$ cat config.mk
export PLATFORM = sky130hd
export DESIGN_NAME = fll_cfg_clkgen_flat
export DESIGN_NICKNAME = d
export VERILOG_FILES = /design/src/rtl/fll_cfg_clkgen_if.sv /design/src/rtl/fll_cfg_clkgen.sv /design/src/flat_wrapper.sv
export SDC_FILE = /design/constraint.sdc
export NUM_CORES = 1
export LEC_CHECK = 0
export ABC_AREA = 1
export CORE_UTILIZATION = 30
export CTS_CLUSTER_SIZE = 10
export DETAILED_ROUTE_END_ITERATION = 7
export GPL_TIMING_DRIVEN = 0
export SLEW_MARGIN = 40
export SYNTH_ARGS = -nofsm -noshare
export SYNTH_HDL_FRONTEND = slang
export SYNTH_SLANG_ARGS = --single-unit
$ cat constraint.sdc
create_clock -name ref_clk_i -period 5.2 [get_ports ref_clk_i]
set_clock_uncertainty 0.2 [all_clocks]
set_input_delay 1.04 -clock ref_clk_i [delete_from_list [all_inputs] [get_ports ref_clk_i]]
set_output_delay 1.04 -clock ref_clk_i [all_outputs]
set_load 0.01 [all_outputs]
$ cat src/rtl/fll_cfg_clkgen_if.sv
// Config-bus bundle for fll_cfg_clkgen: level request held until a one-cycle
// acknowledge, 3-bit register address, 32-bit write and read data.
interface fll_cfg_clkgen_if;
  logic        cfg_req;
  logic        cfg_wrn;
  logic [2:0]  cfg_add;
  logic [31:0] cfg_data;
  logic        cfg_ack;
  logic [31:0] cfg_r_data;

  modport master (
    output cfg_req, cfg_wrn, cfg_add, cfg_data,
    input  cfg_ack, cfg_r_data
  );

  modport slave (
    input  cfg_req, cfg_wrn, cfg_add, cfg_data,
    output cfg_ack, cfg_r_data
  );
endinterface

$ cat src/rtl/fll_cfg_clkgen.sv
// Multi-channel integer clock divider with a config-bus register map.
// Each channel produces a 50% duty divided clock, a per-period enable and a lock flag.
module fll_cfg_clkgen #(
  parameter int N_CH     = 2,
  parameter int DIV_W    = 8,
  parameter int LOCK_CYC = 16,
  parameter int DIV_RST  = 1,
  parameter int EN_RST   = 1
) (
  input  logic             ref_clk_i,
  input  logic             rst_i,
  fll_cfg_clkgen_if.slave  cfg,
  output logic [N_CH-1:0]  clk_o,
  output logic [N_CH-1:0]  clk_en_o,
  output logic [N_CH-1:0]  lock_o
);

  localparam int               LCK_W    = $clog2(LOCK_CYC + 1);
  localparam logic [LCK_W-1:0] LOCK_MAX = LCK_W'(LOCK_CYC);
  localparam logic [DIV_W-1:0] DIV_INIT = DIV_W'(DIV_RST);
  localparam logic             EN_INIT  = (EN_RST != 0);

  typedef enum logic [1:0] {IDLE, ACK, WAIT_LOW} state_t;

  state_t state, state_nxt;
  logic   accept;

  logic [N_CH-1:0]  ctrl_en;
  logic [DIV_W-1:0] ctrl_div [N_CH];
  logic [DIV_W-1:0] d_act    [N_CH];
  logic [DIV_W-1:0] cnt      [N_CH];
  logic [LCK_W-1:0] lock_cnt [N_CH];
  logic [N_CH-1:0]  clk_q;

  logic [N_CH-1:0]  wr_sel;
  logic [N_CH-1:0]  wr_chg;
  logic [DIV_W-1:0] new_div;
  logic             new_en;
  logic [31:0]      rd_word;
  logic [31:0]      r_data;
  logic             unused_data;

  function automatic logic [LCK_W-1:0] sat_inc(input logic [LCK_W-1:0] v);
    return (v == LOCK_MAX) ? v : v + 1'b1;
  endfunction

  assign new_div     = cfg.cfg_data[8 +: DIV_W];
  assign new_en      = cfg.cfg_data[0];
  assign unused_data = ^{cfg.cfg_data[31:8+DIV_W], cfg.cfg_data[7:1]};

  always_comb begin
    state_nxt = state;
    accept    = 1'b0;
    unique case (state)
      IDLE: begin
        if (cfg.cfg_req) begin
          accept    = 1'b1;
          state_nxt = ACK;
        end
      end
      ACK:      state_nxt = WAIT_LOW;
      WAIT_LOW: if (!cfg.cfg_req) state_nxt = IDLE;
      default:  state_nxt = IDLE;
    endcase
  end

  // Decode per channel; addresses with ch >= N_CH match no channel.
  always_comb begin
    for (int i = 0; i < N_CH; i++) begin
      wr_sel[i]   = accept && cfg.cfg_wrn && !cfg.cfg_add[0] && (cfg.cfg_add[2:1] == 2'(i));
      wr_chg[i]   = wr_sel[i] && ((new_div != ctrl_div[i]) || (new_en != ctrl_en[i]));
      clk_en_o[i] = ctrl_en[i] && (cnt[i] == d_act[i]);
      lock_o[i]   = (lock_cnt[i] == LOCK_MAX);
    end
  end

  always_comb begin
    rd_word = '0;
    for (int i = 0; i < N_CH; i++) begin
      if (cfg.cfg_add[2:1] == 2'(i)) begin
        if (cfg.cfg_add[0]) begin
          rd_word[0]          = lock_o[i];
          rd_word[1]          = ctrl_en[i];
          rd_word[8 +: DIV_W] = d_act[i];
        end else begin
          rd_word[0]          = ctrl_en[i];
          rd_word[8 +: DIV_W] = ctrl_div[i];
        end
      end
    end
  end

  // Read data is captured at accept and cleared again after the ack cycle.
  always_ff @(posedge ref_clk_i) begin
    if (rst_i) begin
      state  <= IDLE;
      r_data <= '0;
    end else begin
      state  <= state_nxt;
      r_data <= (accept && !cfg.cfg_wrn) ? rd_word : '0;
    end
  end

  assign cfg.cfg_ack    = (state == ACK);
  assign cfg.cfg_r_data = r_data;

  // While disabled, d_act tracks the divider about to be in CTRL so that an
  // enable write starts counting with its own div value. When running, d_act
  // only reloads at the terminal count, so a period is never cut short.
  always_ff @(posedge ref_clk_i) begin
    for (int i = 0; i < N_CH; i++) begin
      if (rst_i) begin
        ctrl_en[i]  <= EN_INIT;
        ctrl_div[i] <= DIV_INIT;
        d_act[i]    <= DIV_INIT;
        cnt[i]      <= '0;
        clk_q[i]    <= 1'b0;
        lock_cnt[i] <= '0;
      end else begin
        if (wr_sel[i]) begin
          ctrl_en[i]  <= new_en;
          ctrl_div[i] <= new_div;
        end
        if (!ctrl_en[i]) begin
          cnt[i]   <= '0;
          clk_q[i] <= 1'b0;
          d_act[i] <= wr_sel[i] ? new_div : ctrl_div[i];
        end else if (cnt[i] == d_act[i]) begin
          cnt[i]   <= '0;
          clk_q[i] <= ~clk_q[i];
          d_act[i] <= ctrl_div[i];
        end else begin
          cnt[i] <= cnt[i] + 1'b1;
        end
        if (wr_chg[i] || !ctrl_en[i]) lock_cnt[i] <= '0;
        else                          lock_cnt[i] <= sat_inc(lock_cnt[i]);
      end
    end
  end

  assign clk_o = clk_q;

endmodule
$ cat src/flat_wrapper.sv
// flat-port wrapper written by rule: the top's interface ports become plain ports
module fll_cfg_clkgen_flat 
#(
  parameter int N_CH     = 2,
  parameter int DIV_W    = 8,
  parameter int LOCK_CYC = 16,
  parameter int DIV_RST  = 1,
  parameter int EN_RST   = 1
)
  (ref_clk_i, rst_i, clk_o, clk_en_o, lock_o, cfg_cfg_req, cfg_cfg_wrn, cfg_cfg_add, cfg_cfg_data, cfg_cfg_ack, cfg_cfg_r_data);
  fll_cfg_clkgen_if cfg_i ();
  input  logic ref_clk_i;
  input  logic rst_i;
  output logic [N_CH-1:0] clk_o;
  output logic [N_CH-1:0] clk_en_o;
  output logic [N_CH-1:0] lock_o;
  input wire logic [$bits(cfg_i.cfg_req)-1:0] cfg_cfg_req;
  input wire logic [$bits(cfg_i.cfg_wrn)-1:0] cfg_cfg_wrn;
  input wire logic [$bits(cfg_i.cfg_add)-1:0] cfg_cfg_add;
  input wire logic [$bits(cfg_i.cfg_data)-1:0] cfg_cfg_data;
  output wire logic [$bits(cfg_i.cfg_ack)-1:0] cfg_cfg_ack;
  output wire logic [$bits(cfg_i.cfg_r_data)-1:0] cfg_cfg_r_data;
  assign cfg_i.cfg_req = cfg_cfg_req;
  assign cfg_i.cfg_wrn = cfg_cfg_wrn;
  assign cfg_i.cfg_add = cfg_cfg_add;
  assign cfg_i.cfg_data = cfg_cfg_data;
  assign cfg_cfg_ack = cfg_i.cfg_ack;
  assign cfg_cfg_r_data = cfg_i.cfg_r_data;
  fll_cfg_clkgen #(.N_CH(N_CH), .DIV_W(DIV_W), .LOCK_CYC(LOCK_CYC), .DIV_RST(DIV_RST), .EN_RST(EN_RST)) u_core (.ref_clk_i(ref_clk_i), .rst_i(rst_i), .cfg(cfg_i), .clk_o(clk_o), .clk_en_o(clk_en_o), .lock_o(lock_o));
endmodule
== Word level (Yosys, flattened, before mapping) ==
Memory sizes are Yosys's and may differ from the RTL's.
Cells that the tools add are included.

* Register bits: 38
* Bits in writable memories: 58
* Bits of input ports: 39
* Output and inout bits: 39
* Word-level logic and storage cells: 149
* Memories: 4

* $add $sub $neg: 4
* Equal/unequal tests: 13
* Muxes and demuxes: 77
* Bitwise gates (word level): 21
* Reductions and logical operators: 23

{| class="wikitable"
|+ Memory list
! name !! words !! width !! rd ports !! clocked after Yosys merged registers in !! wr ports !! line !! text
|-
| u_core.cnt || 2 || 8 || 2 || 0 || 2 || fll_cfg_clkgen.sv:31 || <nowiki>logic [DIV_W-1:0] cnt [N_CH];</nowiki>
|-
| u_core.ctrl_div || 2 || 8 || 2 || 0 || 2 || fll_cfg_clkgen.sv:29 || <nowiki>logic [DIV_W-1:0] ctrl_div [N_CH];</nowiki>
|-
| u_core.d_act || 2 || 8 || 2 || 0 || 2 || fll_cfg_clkgen.sv:30 || <nowiki>logic [DIV_W-1:0] d_act [N_CH];</nowiki>
|-
| u_core.lock_cnt || 2 || 5 || 2 || 0 || 2 || fll_cfg_clkgen.sv:32 || <nowiki>logic [LCK_W-1:0] lock_cnt [N_CH];</nowiki>
|}

{| class="wikitable"
|+ Operator list
! operator !! count
|-
| 2-to-1 mux 8 bit || 18
|-
| 2-to-1 mux 1 bit || 48
|-
| 2-to-1 mux 5 bit || 6
|-
| adder 8 x 1 -> 8 bit (second input constant) || 2
|-
| equality test 8 bit || 2
|-
| != test 8 bit || 2
|-
| OR 1 bit || 16
|-
| adder 5 x 1 -> 5 bit (second input constant) || 2
|-
| equality test 5 bit (second input constant) || 2
|-
| logical AND 1 bit || 9
|-
| 2-to-1 mux 2 bit || 4
|-
| case mux 2 bit (3 select lines) || 1
|-
| OR reduction 2 bit || 3
|-
| inverter 1 bit || 5
|-
| equality test 2 x 1 -> 1 bit (second input constant) || 2
|-
| logical NOT 1 bit || 4
|-
| logical NOT 2 bit || 2
|-
| logical OR 1 bit || 4
|-
| != test 2 bit (second input constant) || 2
|-
| equality test 2 bit (second input constant) || 1
|-
| != test 1 bit || 2
|-
| AND reduction 2 bit || 1
|}

== Logic depth before layout (Yosys ltp) ==
* Word-level depth: 12
* Depth in mapped cells: 9
* Mapped depth without buffers: 9

== Worst setup path after synthesis ==
OpenSTA, ideal clock, no wires.

* Kind: register to output
* Start: mem u_core.cnt[0][4]
* End: out clk_en_o[0]
* Arrival time: 1,191 ps
* Data required time: 3,960 ps
* Path slack: 2,769 ps
* Stages on the path, launching flop included: 7
* Buffers on the path: 0
* Cells stage by stage: edfxtp_1 -> or2_0 -> a21oi_1 -> nand2_1 -> nor2_1 -> inv_1 -> nor2_1

{| class="wikitable"
|+ RTL lines
! item !! line !! text
|-
| from (decl) || fll_cfg_clkgen.sv:31 ||
|-
| to (decl) || flat_wrapper.sv:15 || <nowiki>output logic [N_CH-1:0] clk_en_o;</nowiki>
|}

==> impl_metrics.tcl <==
set metrics [dict create \
    reg2reg_to "u_core.d_act[0][6]" \
    critical_path_class "reg2out" \
    reg2reg_slack_ps 2980 \
    worst_ir_drop_vdd_mv 0.161 \
    fp-row-count 43 \
    synth-edff-count 58 \
    yosys.area.top_type_share 0.411 \
    antenna_cells_inserted 0 \
    wirelength_um 9660 \
    finalCritPeriodShare 0.665 \
    critPathRequiredTime_ps 3960 \
    static-leakage-power_uw 0.00220 \
    post-cts-setup-buffers 0 \
    fin_crit_ps 3460 \
    synthesis.yosys.warnings 0 \
    floorplan.die.height_um 121 \
    holdBufCountCts 0 \
    ys.flop_type "sky130_fd_sc_hd__edfxtp_1" \
    nets 629 \
    dp_hpwl_um 7530 \
    grt_pass1_wl_um 15800 \
    cts-root-to-sink-buffers 2 \
    grt_use_total 0.141 \
    cts-resized-gates 0 \
    grt_overflow_total 0 \
    final-max-slew-violation-count 0 \
    cp_slowest_cell "sky130_fd_sc_hd__clkdlybuf4s50_1" \
    timing.final.setup_violations 0 \
    synth.yosys.seq_area_share 0.487 \
    synth_seq_cells 74 \
    port-buffer-count 32 \
    synth_area_leader_cell "sky130_fd_sc_hd__edfxtp_1" \
    crit_fanout 4 \
    top_level_ports 78 \
    initial_util 0.306 \
    detailroute.via_count 3468 \
    initial_antenna_violation_count 0 \
    fin_util 0.377 \
    cp_slowest_stage_delay_ps 540 \
    routability_congestion_estimate_from_global_placement 0.859 \
    power.density_nw_per_um2 281 \
    clkSinkCount 74 \
    detail_route.iter0.violations 251 \
    critPathCapture "clk_en_o[0]" \
    die-width_um 121 \
    crit_top_cell "sky130_fd_sc_hd__nor2_1" \
    layout-drive-gt1-share 0.105 \
    cts.htree.levels 3 \
    critPathLaunchType "flop" \
    cts_tree "yes" \
    antenna_left 0 \
    syn-cell-area_sq_um 4230 \
    area_used_by_multi_input_combinational_logic_sq_um 1880 \
    setup.worst_path.start "u_core.cnt[0][4]" \
    design_power_total_uw 1460 \
    synthTopCellsByCount "sky130_fd_sc_hd__nand2_1, sky130_fd_sc_hd__nor2_1, sky130_fd_sc_hd__edfxtp_1" \
    wire_per_inst_um 12.6 \
    timing_worst_slew_pin_value_ps 552 \
    achievable-frequency_mhz 289 \
    syn-instance-count 505 \
    cts_root_buffer "sky130_fd_sc_hd__clkbuf_16" \
    synth.lib_cells_used.distinct 34 \
    cap_viol_max_count 0 \
    area_growth_from_synthesis_to_layout_pct 23.1 \
    core_area_sq_um 13800 \
    worstHoldPathType "reg2reg" \
    placed_cells 753 \
    synth.area.top_cells "sky130_fd_sc_hd__edfxtp_1, sky130_fd_sc_hd__nand2_1, sky130_fd_sc_hd__dfxtp_1, sky130_fd_sc_hd__nor2_1, sky130_fd_sc_hd__inv_1" \
    synth_area_per_cell_sq_um 8.38 \
    finish.cell_count_without_fillers 769 \
    postSynth.asyncResetShare 0 \
    vias_in_the_first_global_route 3258 \
    arrival_ps 2220 \
    synth.most_common_cell "sky130_fd_sc_hd__nand2_1" \
    cts.clk_slew.worst_paths_ps 60 \
    run_status "finished, final reports clean" \
    worst_skew_pair.late_latency_ps 340 \
    grt_setup_unrepaired "false" \
    worst-r2r-cell-count 6 \
    n_fill_cell 1420 \
    path_cells "or2_0, a21oi_1, nand2_1, nor2_1, inv_1, nor2_1, clkdlybuf4s50_1" \
    detail_route.first_pass.iterations 7 \
    number_of_clock_buffers_inserted_by_tritoncts 9 \
    die_area_sq_um 14600 \
    drt_drc_violations_left 0 \
    timing.final.hold_violations 0 \
    route.detailed.vias_per_inst 4.51 \
    cp-end-kind "output port" \
    slew_headroom 0.631 \
    finalSetupTns_ps 0 \
    worst_r2r_startpoint "u_core.cnt[0][4]" \
    pin_count_of_the_biggest_net_entering_global_routing 16 \
    area.sequential_sq_um 2060 \
]
==> per-stage QoR <==
step | hold WS, ps | setup WS (ps) | cell area, sq um
after floorplan | 287 | 2770 | 4370
after global placement | 289 | 2050 | 4910
after detailed placement | 295 | 2030 | 4910
after CTS | 302 | 1700 | 5210
after global routing | 332 | 1580 | 5210
final | 302 | 1740 | 5210
==> logic make-up after synthesis <==
kind of cell / after synthesis / synth area share
AOI/OAI and AO/OA: 82 / 0.103
xor gates and xnor gates: 25 / 0.0517
adders and majority gates: 6 / 0.0177
buffers and inverters: 89 / 0.102
DFF: 74 / 0.487
other: 2 / 0.00177
and+or+nand+nor: 227 / 0.236
==> flip-flops by register name (all words and copies together) (netlist names) <==
register	cells
u_core.ctrl_div	16
u_core.d_act	16
u_core.lock_cnt	10
u_core.clk_o	2
u_core.cfg.cfg_r_data	10
u_core.cnt	16
u_core.state	2
u_core.ctrl_en	2
==> where the power goes <==
part,switching [uW],internal [uW]
Combinational,92.7,63.8
Clock,249,366
Sequential,24.8,667
==> worst max-delay path: cells and delay by family, from the launching register on <==
family | cells | cell delay (ps)
buffers and inverters | 2 | 670
and+or+nand+nor | 4 | 640
DFF | 1 | 440
AOI/OAI and AO/OA | 1 | 130
==> how the worst min path moves through the flow <==
stage / start / end / slack [ps] / cells past startpoint
finish: u_core.clk_o[0] / u_core.clk_o[0] / 300 / 1
global route: u_core.clk_o[0] / u_core.clk_o[0] / 330 / 1
CTS: u_core.clk_o[0] / u_core.clk_o[0] / 300 / 1
detailed placement: u_core.clk_o[0] / u_core.clk_o[0] / 290 / 1
global placement: u_core.clk_o[0] / u_core.clk_o[0] / 290 / 1
floorplan: u_core.state[0] / u_core.state[1] / 290 / 3
==> cell type report <==
cell class                 instances  share of cell area
clock buffer                      11              0.0507
buffer                            31              0.0411
multi-input combinational        378               0.360
tap                              180              0.0432
sequential                        74               0.396
clock inverter                     5             0.00624
timing repair buffer              32              0.0615
inverter                          58              0.0418
==> cells in the final DEF (no fill, tap or decap), types with 18 or more instances in the layout <==
cell type	n
sky130_fd_sc_hd__edfxtp_1	58
sky130_fd_sc_hd__nand3_1	19
sky130_fd_sc_hd__nor2_1	65
sky130_fd_sc_hd__a21oi_1	35
sky130_fd_sc_hd__buf_4	24
sky130_fd_sc_hd__nand2_1	100
sky130_fd_sc_hd__inv_1	55
sky130_fd_sc_hd__clkdlybuf4s50_1	32
sky130_fd_sc_hd__o21ai_0	35
sky130_fd_sc_hd__conb_1	38
sky130_fd_sc_hd__nand4_1	18
sky130_fd_sc_hd__xor2_1	19
==> metal layers <==
| layer | global-route usage | vias to the layer above | wire length, um |
|---|---|---|---|
| li1 | - | 1776 | - |
| met2 | 0.221 | 99 | 4260 |
| met4 | 0.0579 | 0 | 178 |
| met5 | 0 | - | 0 |
| met3 | 0.0316 | 14 | 534 |
| met1 | 0.187 | 1579 | 4690 |
(Power assumes the default switching activity.)
